### src/rtl/approx_div_pkg.sv
// Shared definitions for the approximate sequential divider.
//   - FSM state encoding (IDLE -> CALC -> DONE)
//   - Bit-level cell equations for exact and approximate borrow/remainder cells
//   - approx_cells(): number of approximate low cells used by a given row
package approx_div_pkg;

  localparam logic [1:0] ST_IDLE = 2'd0;
  localparam logic [1:0] ST_CALC = 2'd1;
  localparam logic [1:0] ST_DONE = 2'd2;

  typedef enum logic [1:0] {
    IDLE = ST_IDLE,
    CALC = ST_CALC,
    DONE = ST_DONE
  } state_t;

  // Exact full-subtractor borrow.
  function automatic logic exact_bout(input logic a, input logic b, input logic bin);
    return (~a & bin) | (~a & b) | (b & bin);
  endfunction

  // Exact restoring remainder: difference when the row subtracts, else pass-through.
  function automatic logic exact_rout(input logic a, input logic b, input logic bin,
                                      input logic qs);
    return qs ? (a ^ b ^ bin) : a;
  endfunction

  // Approximate borrow: only propagates an incoming borrow, never generates one.
  function automatic logic approx_bout(input logic a, input logic b, input logic bin);
    return bin & (b | ~a);
  endfunction

  // Approximate remainder: OR-based, bounded 2-bit error per cell.
  function automatic logic approx_rout(input logic a, input logic b, input logic bin,
                                       input logic qs);
    return a | (qs & (b ^ bin));
  endfunction

  // Approximate cells in row k: rows below exact_rows are exact, then the count
  // grows by one per row until clamped at pa.
  function automatic int approx_cells(input int k, input int pa, input int exact_rows);
    int n;
    n = k - exact_rows + 1;
    if (n < 0) n = 0;
    if (n > pa) n = pa;
    return n;
  endfunction

endpackage

### src/rtl/approx_div_row.sv
// One combinational row of the restoring divider array.
//   x     [WIDTH:0]   partial remainder with next dividend bit appended
//   y     [WIDTH-1:0] divisor
//   mask  [WIDTH-1:0] 1 = use the approximate cell at that bit position
//   qs    quotient bit produced by this row
//   rout  [WIDTH-1:0] next partial remainder
module approx_div_row
  import approx_div_pkg::*;
#(
  parameter int WIDTH = 8
) (
  input  logic [WIDTH:0]   x,
  input  logic [WIDTH-1:0] y,
  input  logic [WIDTH-1:0] mask,
  output logic             qs,
  output logic [WIDTH-1:0] rout
);

  logic [WIDTH:0] bc;

  // NOTE: every variable written here gets a full default first, so no path
  // can leave a value unassigned and infer a latch.
  always_comb begin
    bc   = '0;
    rout = '0;
    // Borrow chain over x[WIDTH-1:0] - y with borrow-in 0.
    for (int i = 0; i < WIDTH; i++) begin
      bc[i+1] = mask[i] ? approx_bout(x[i], y[i], bc[i])
                        : exact_bout(x[i], y[i], bc[i]);
    end
    // The top bit of x set means the partial remainder already exceeds y.
    qs = ~bc[WIDTH] | x[WIDTH];
    for (int i = 0; i < WIDTH; i++) begin
      rout[i] = mask[i] ? approx_rout(x[i], y[i], bc[i], qs)
                        : exact_rout(x[i], y[i], bc[i], qs);
    end
  end

endmodule

### src/rtl/approx_seq_divider.sv
// Iterative restoring divider, one quotient bit per cycle on a single shared row.
// 2*WIDTH-bit dividend / WIDTH-bit divisor -> WIDTH-bit quotient and remainder.
// Later rows may use approximate low cells, selected at run time by approx_cols.
// Ports:
//   clk, rst_n          clock, asynchronous active-low reset
//   in_valid/in_ready   operand handshake (dividend, divisor, approx_cols)
//   out_valid/out_ready result handshake (quotient, remainder, div_by_zero, overflow)
// quotient and remainder are the working shift registers; they are only
// meaningful while out_valid is high.
module approx_seq_divider
  import approx_div_pkg::*;
#(
  parameter int WIDTH      = 8,
  parameter int EXACT_ROWS = 2,
  parameter int APPROX_MAX = 6
) (
  input  logic                       clk,
  input  logic                       rst_n,
  input  logic                       in_valid,
  output logic                       in_ready,
  input  logic [2*WIDTH-1:0]         dividend,
  input  logic [WIDTH-1:0]           divisor,
  input  logic [$clog2(WIDTH+1)-1:0] approx_cols,
  output logic                       out_valid,
  input  logic                       out_ready,
  output logic [WIDTH-1:0]           quotient,
  output logic [WIDTH-1:0]           remainder,
  output logic                       div_by_zero,
  output logic                       overflow
);

  localparam int PW = $clog2(WIDTH + 1);
  localparam int KW = (WIDTH > 1) ? $clog2(WIDTH) : 1;
  localparam logic [KW-1:0] K_LAST = KW'(WIDTH - 1);
  localparam logic [PW-1:0] PA_MAX = PW'(APPROX_MAX);

  state_t           state, state_next;
  logic [KW-1:0]    k;
  logic [WIDTH-1:0] dvd_lo;
  logic [WIDTH-1:0] dvs;
  logic [PW-1:0]    pa;
  logic [WIDTH-1:0] mask;
  logic             row_qs;
  logic [WIDTH-1:0] row_rout;
  logic             accept;

  assign in_ready  = (state == IDLE);
  assign out_valid = (state == DONE);
  assign accept    = in_ready & in_valid;

  // State register.
  // NOTE: sequential state is assigned with <= so every flop samples the
  // pre-edge values, independent of statement order.
  always_ff @(posedge clk or negedge rst_n) begin
    if (!rst_n) state <= IDLE;
    else        state <= state_next;
  end

  always_comb begin
    state_next = state;
    unique case (state)
      IDLE:    if (in_valid)    state_next = CALC;
      CALC:    if (k == K_LAST) state_next = DONE;
      DONE:    if (out_ready)   state_next = IDLE;
      default: state_next = IDLE;
    endcase
  end

  // Row mask: low a_k bits approximate for the current row.
  always_comb begin
    int a_k;
    a_k  = approx_cells(int'(k), int'(pa), EXACT_ROWS);
    mask = '0;
    for (int i = 0; i < WIDTH; i++) begin
      mask[i] = (i < a_k);
    end
  end

  approx_div_row #(.WIDTH(WIDTH)) u_row (
    .x    ({remainder, dvd_lo[WIDTH-1]}),
    .y    (dvs),
    .mask (mask),
    .qs   (row_qs),
    .rout (row_rout)
  );

  // Datapath. Flags are evaluated exactly from the operands at acceptance and
  // stay put until the next acceptance, i.e. after the result is consumed.
  // NOTE: the datapath registers are few and small, so all of them are reset;
  // this also gives the required zero outputs straight out of reset.
  always_ff @(posedge clk or negedge rst_n) begin
    if (!rst_n) begin
      k           <= '0;
      dvd_lo      <= '0;
      dvs         <= '0;
      pa          <= '0;
      quotient    <= '0;
      remainder   <= '0;
      div_by_zero <= 1'b0;
      overflow    <= 1'b0;
    end else if (accept) begin
      k           <= '0;
      remainder   <= dividend[2*WIDTH-1:WIDTH];
      dvd_lo      <= dividend[WIDTH-1:0];
      dvs         <= divisor;
      pa          <= (approx_cols > PA_MAX) ? PA_MAX : approx_cols;
      quotient    <= '0;
      div_by_zero <= (divisor == '0);
      overflow    <= (dividend[2*WIDTH-1:WIDTH] >= divisor);
    end else if (state == CALC) begin
      k         <= k + 1'b1;
      remainder <= row_rout;
      dvd_lo    <= {dvd_lo[WIDTH-2:0], 1'b0};
      quotient  <= {quotient[WIDTH-2:0], row_qs};
    end
  end

endmodule

### config.mk
export PLATFORM = sky130hd
export DESIGN_NAME = approx_seq_divider
export DESIGN_NICKNAME = d
export VERILOG_FILES = /design/src/rtl/approx_div_pkg.sv /design/src/rtl/approx_div_row.sv /design/src/rtl/approx_seq_divider.sv
export SDC_FILE = /design/constraint.sdc
export NUM_CORES = 1
export LEC_CHECK = 0
export CAP_MARGIN = 0
export CORE_MARGIN = 5
export CORE_UTILIZATION = 56
export CTS_BUF_LIST = sky130_fd_sc_hd__clkbuf_16
export DETAILED_ROUTE_END_ITERATION = 10
export GPL_TIMING_DRIVEN = 0
export PLACE_DENSITY = 0.87
export RECOVER_POWER = 25
export SKIP_LAST_GASP = 1
export SYNTH_ARGS = -nofsm -noshare
export SYNTH_HDL_FRONTEND = slang
export SYNTH_SLANG_ARGS = --single-unit
### constraint.sdc
create_clock -name clk -period 16.3 [get_ports clk]
set_input_delay 1.63 -clock clk [delete_from_list [all_inputs] [get_ports clk]]
set_output_delay 1.63 -clock clk [all_outputs]
set_load 0.005 [all_outputs]
# == Yosys cells after proc, flatten, opt, wreduce, memory -nomap -nowiden ==
# Index checks and enable logic that the tools add are counted.
# word_totals
ff_bits,43
input_bits,32
output_inout_bits,20
wordCells,172
# classes
add_sub_neg,3
n_lt_le_gt_ge,12
eq_ne,6
n_mux,39
n_bitwise,99
reduce_logical,4
# op_table
operator,n
"4-bit by 32-bit < comparator with 1-bit output, first input constant",4
"3-bit by 32-bit < comparator with 1-bit output, first input constant",2
32-bit two-way mux,2
8-bit two-way mux,6
1-bit AND,38
32-bit by 5-bit > comparator with 1-bit output,1
"1-bit by 32-bit < comparator with 1-bit output, first input constant",1
"2-bit by 32-bit < comparator with 1-bit output, first input constant",1
1-bit bitwise OR,30
1-bit two-way mux,24
1-bit XOR,22
1-bit inverter,9
8-bit greater-or-equal comparator,1
8-bit zero test,1
2-bit two-way mux,3
3-bit two-way mux,2
2-bit one-hot mux with 3 select lines,1
"4-bit by 2-bit adder with 5-bit output, second input constant",1
"5-bit by 1-bit < comparator with 1-bit output, second input constant",1
"4-bit by 3-bit > comparator with 1-bit output, second input constant",1
4-bit two-way mux,1
"2-bit inequality test, second input constant",2
"3-bit by 2-bit subtractor with 4-bit output, second input constant",1
"3-bit by 1-bit adder with 3-bit output, second input constant",1
7 further kinds,7

# == Logic depth before layout (Yosys ltp) ==
# depth
depth_word,43
ltp_mapped,30
depth_no_buf,30

# == By module ==
# Synthesis repeated with hierarchy kept, for this count alone.
# hier_totals
hier_cells,372
area_unflattened_um2,3198.1
# modules_own_cells
module,instances,cells_each,area_each_um2,seq_area_each_um2
approx_seq_divider,1,260,2311.0,1076.0
approx_div_row,1,112,887.1,0.0

# == Least setup slack after synthesis ==
# No wires, ideal clock.
# synth_timing
kind,register -> register
start,register k[1]
end,register remainder[0]
setup_ns,0.090
arrival_ns,6.795
t_required_ns,16.210
path_slack_ns,9.415
path_stages_with_launch,30
n_path_buf,0
period_less_slack_ns,6.885
cell_sequence,dfrtp_1 -> inv_1 -> ha_1 -> or4bb_1 -> nand3_2 -> ha_1 -> a21oi_2 -> a21oi_2 -> o21ai_4 -> mux2i_1 -> nor4b_1 -> fa_1 -> and2_1 -> fa_1 -> and3_1 -> fa_1 -> nor2b_1 -> fa_1 -> and3_1 -> fa_1 -> and2_1 -> fa_1 -> and3_1 -> inv_1 -> fa_1 -> or2_2 -> nand3_1 -> nor3_1 -> mux2_2 -> o221ai_1
# synth_via
elab_chain_cells,43
elab_cells_between_ends,65
classes_between,2 x add/sub; 10 x order compare; 14 x mux; 39 x bitwise
# synth_rtl
element,line_no,rtl
start: declaration,approx_seq_divider.sv:38,logic [KW-1:0] k;
start signal: assignment,approx_seq_divider.sv:111,k <= k + 1'b1;
3-bit by 2-bit subtractor with 4-bit output (*),approx_div_pkg.sv:43,n = k - exact_rows + 1;
4-bit by 2-bit adder with 5-bit output (*),approx_div_pkg.sv:43,
5-bit by 1-bit < comparator with 1-bit output,approx_div_pkg.sv:44,if (n < 0) n = 0;
32-bit two-way mux (*),approx_div_pkg.sv:44,
32-bit by 5-bit > comparator with 1-bit output,approx_div_pkg.sv:45,if (n > pa) n = pa;
32-bit two-way mux (*),approx_div_pkg.sv:45,
1-bit by 32-bit < comparator with 1-bit output,approx_seq_divider.sv:75,mask[i] = (i < a_k);
1-bit two-way mux,approx_div_row.sv:28,"bc[i+1] = mask[i] ? approx_bout(x[i], y[i], bc[i])"
(+27 left out),-,
1-bit two-way mux,approx_div_row.sv:28,
1-bit inverter,approx_div_row.sv:32,qs = ~bc[WIDTH] | x[WIDTH];
1-bit bitwise OR,approx_div_row.sv:32,
1-bit AND,approx_div_pkg.sv:36,return a | (qs & (b ^ bin));
1-bit bitwise OR,approx_div_pkg.sv:36,
1-bit two-way mux (*),approx_div_row.sv:34,"rout[i] = mask[i] ? approx_rout(x[i], y[i], bc[i], qs)"
8-bit two-way mux (*),approx_seq_divider.sv:110,end else if (state == CALC) begin
8-bit two-way mux (*),approx_seq_divider.sv:101,end else if (accept) begin
end signal: assignment,approx_seq_divider.sv:103,remainder <= dividend[2*WIDTH-1:WIDTH];
end signal: assignment,approx_seq_divider.sv:112,remainder <= row_rout;
end: declaration,approx_seq_divider.sv:27,"output logic [WIDTH-1:0] remainder,"
# Mark *: on every way between the ends. The rest lies on a longest branch, timed or not. The select of a mux whose other input is x is not followed.
# A chain may end at the register's enable or synchronous reset.

# == Worst setup path in the final report ==
# Ends and elaborated chain as after synthesis.

==> run summary <==
Die Span Y - 81.7 µm
Port Buf Inserts - 51
Hold Path Class - register to register
CTS tree - yes
Clock Skews - 0.00483 ns
Worst-Margin Slew - 1.93 ns
post-CTS repair timing setup buffer count - 0
max_cap viols - 1
area growth from synthesis to layout - 26.2%
CTS root buf - clkbuf_16
ys flop type - dfrtp_1
status - finished with violations
leakage - 0.00169 µW
Hold-fix buffers, CTS - 0
Final Net Count - 449
Initial Util - 57.1%
Post-Layout Inst Area - 3630 µm²
Reg area - 1080 µm²
H-tree depth - 2
Global Route Usage Sum - 25.7%
drc violations - 0
DR WL/cell - 17.3 µm
vias post-DR - 2635
GP Congestion - 0.957
Post-Synthesis Cells - 326
Fmax - 129 MHz
CTS buffer count - 5
failing checks - capacitance limit, slew limit
Fillers - 385
Crit. End Element - register
async set-reset flop share out of synthesis - 100%
DIE AREA - 6670 µm²
average instance area after synthesis - 8.83 µm²
Final Max Slew Viols - 36
clk slew on worst S/H paths - 0.06 ns
final period utilization - 47.7%
Yosys top cell by area - dfrtp_1
layout cell share with drive strength beyond 1 - 4.94%
clock sink count - 43
Hold Slack - 0.482 ns
placed wire-length estimate - 5.77 mm
PwrDens - 255 nW/µm²
Startpoint Class - register
#FFs+latches synth - 43
endpoints failing setup - 0
crit path max-delay cell type - mux2i_1
dpl cell area - 3490 µm²
# rows - 26
relative slew slack - -28.8%
CTS max path bufs - 2
CP Data Arrival Time - 7.97 ns
Synth top area share - 37.4%
drt initial violations - 208
multi-input logic area - 1640 µm²
Seq/Total Area, Yosys - 37.4%
EDFF count, synth - 0
Synth Cell Area - 2880 µm²
crit path time final - 7.78 ns
final WL - 7.88 mm
core area - 5040 µm²
CP Max Fanout - 10
io pins - 52
syn_nets - 390
first-pass GRT wire length - 13.0 mm
vias in the first global route - 2721
cell family with most CP delay - adder cells
CP Class - register to register
largest net degree at the start of global routing - 36
Crit path top cell by count - fa_1
1st-pass router iterations - 7
Setup Total Neg Slack - 0 ns
Clock Latency Late Sink - 0.28 ns
die extent in x - 81.7 µm
post-cts sizing count - 0
Cell variety after synth - 50
RSZ-0062 raised after global routing - no
initial antenna violation count - 0
Avg Vias per Cell - 5.79
antenna viol nets, final - 0
CP Buf/Inv Count - 2
required time of the critical path - 16.49 ns
GRT Residual Overflow - 0
maximum vdd drop - 0.000142 V
YS warnings - 0
number of inserted diodes - 0
top post-synthesis cells by area - dfrtp_1 (37%), ha_1 (11%), nand2_1 (7.8%)
final hold vios - 0
CP peak stage delay - 0.50 ns
-- flip-flops by register name, summed over array words and instances (netlist names) --
register / flops
state: 2
dvd_lo: 8
div_by_zero: 1
quotient: 8
pa: 4
overflow: 1
remainder: 8
k: 3
dvs: 8
-- synth_stat cells (2+ instances only) --
| cell | n |
|---|---|
| a221o_1 | 3 |
| a31oi_1 | 3 |
| nor4_1 | 2 |
| mux2i_1 | 2 |
| nand2_1 | 60 |
| ha_1 | 25 |
| and2_1 | 4 |
| and3_1 | 3 |
| fa_1 | 7 |
| nor2_1 | 15 |
| nor3_1 | 8 |
| clkbuf_1 | 11 |
| nand4_1 | 3 |
| or3_1 | 3 |
| o31ai_1 | 5 |
| nand2b_1 | 3 |
| a21oi_2 | 2 |
| inv_1 | 32 |
| o21ai_0 | 27 |
| nand3b_1 | 2 |
| nor3b_1 | 2 |
| a22oi_1 | 6 |
| mux2_2 | 4 |
| o21a_1 | 2 |
| dfrtp_1 | 43 |
| nor2b_1 | 4 |
| a21o_1 | 2 |
| nand3_1 | 8 |
| o221ai_1 | 2 |
| nand4b_1 | 2 |
| a21oi_1 | 12 |
-- where the power goes --
part | internal, µW | total, µW | switching, µW
Clock | 70.9 | 111 | 40.2
Combinational | 269 | 612 | 343
Sequential | 159 | 203 | 44.8
-- cell families after synthesis --
group,Yosys count,synth area share (%)
AO/OA/AOI/OAI,73,16.6
adder cells (fa/ha/maj),32,15.7
buffers and inverters,44,5.74
flip-flops,43,37.4
multiplexers,8,3.26
AND/OR/NAND/NOR,126,21.3
-- cells in the final DEF (no fill, tap or decap), drive strengths merged, types with 4 or more instances in the layout --
cell and count:
nand2 60, clkdlybuf4s50 50, dfrtp 43, inv 33
o21ai 28, ha 25, clkbuf 18, nor2 15
a21oi 14, nand3 9, nor3 8, fa 7
a22oi 6, o31ai 5, mux2 5, nor2b 4
and2 4
-- through the flow --
stage | std cells | setup slack [ns] | power, µW | utilization [%]
final | 455 | 8.52 | 927 | 72.1
after global routing | 455 | 7.99 | 1010 | 72.1
after CTS | 455 | 8.60 | 921 | 72.4
after detailed placement | 448 | 8.67 | 795 | 69.3
after global placement | 447 | 8.75 | 769 | 69.0
after floorplan | 326 | 9.41 | 619 | -
-- final timing paths --
check                                           start  slack (ns)  cells after the start                  endpoint
worst max-delay path                 k[1]$_DFFE_PN0P_        8.52                     29  remainder[0]$_DFFE_PN0P_
worst min-delay path            dvd_lo[4]$_DFFE_PN0P_        0.48                      2     dvd_lo[4]$_DFFE_PN0P_
worst max register to register       k[1]$_DFFE_PN0P_        8.52                     29  remainder[0]$_DFFE_PN0P_
worst min register to register  dvd_lo[4]$_DFFE_PN0P_        0.48                      2     dvd_lo[4]$_DFFE_PN0P_
max in group asynchronous                       rst_n       12.81                      2   quotient[2]$_DFFE_PN0P_
min in group asynchronous                       rst_n        1.30                      1        dvs[5]$_DFFE_PN0P_
-- metal layers --
layer	routed length (µm)	GRT usage, %
met1	3210	33.0
met2	3820	42.4
met3	566	4.39
met4	289	11.8
met5	0	0
-- cell type report --
class | instances | share of cell area (%)
Multi-Input combinational cell | 239 | 45.1
Sequential cell | 43 | 29.6
Timing Repair Buffer | 52 | 14.0
Clock buffer | 5 | 3.44
Inverter | 32 | 3.31
Tap cell | 70 | 2.41
Buffer | 12 | 1.24
Clock inverter | 2 | 0.930
-- worst register-to-register path: cells and delay by family, from the launching register on --
kind / cells / cell delay, ns
compound gates: 4 / 0.76
fa+ha+maj: 9 / 2.98
buf+inv: 2 / 0.15
flops: 1 / 0.37
mux: 2 / 0.87
simple gates: 12 / 2.56
Note: power is estimated with default switching activity, not from simulation.
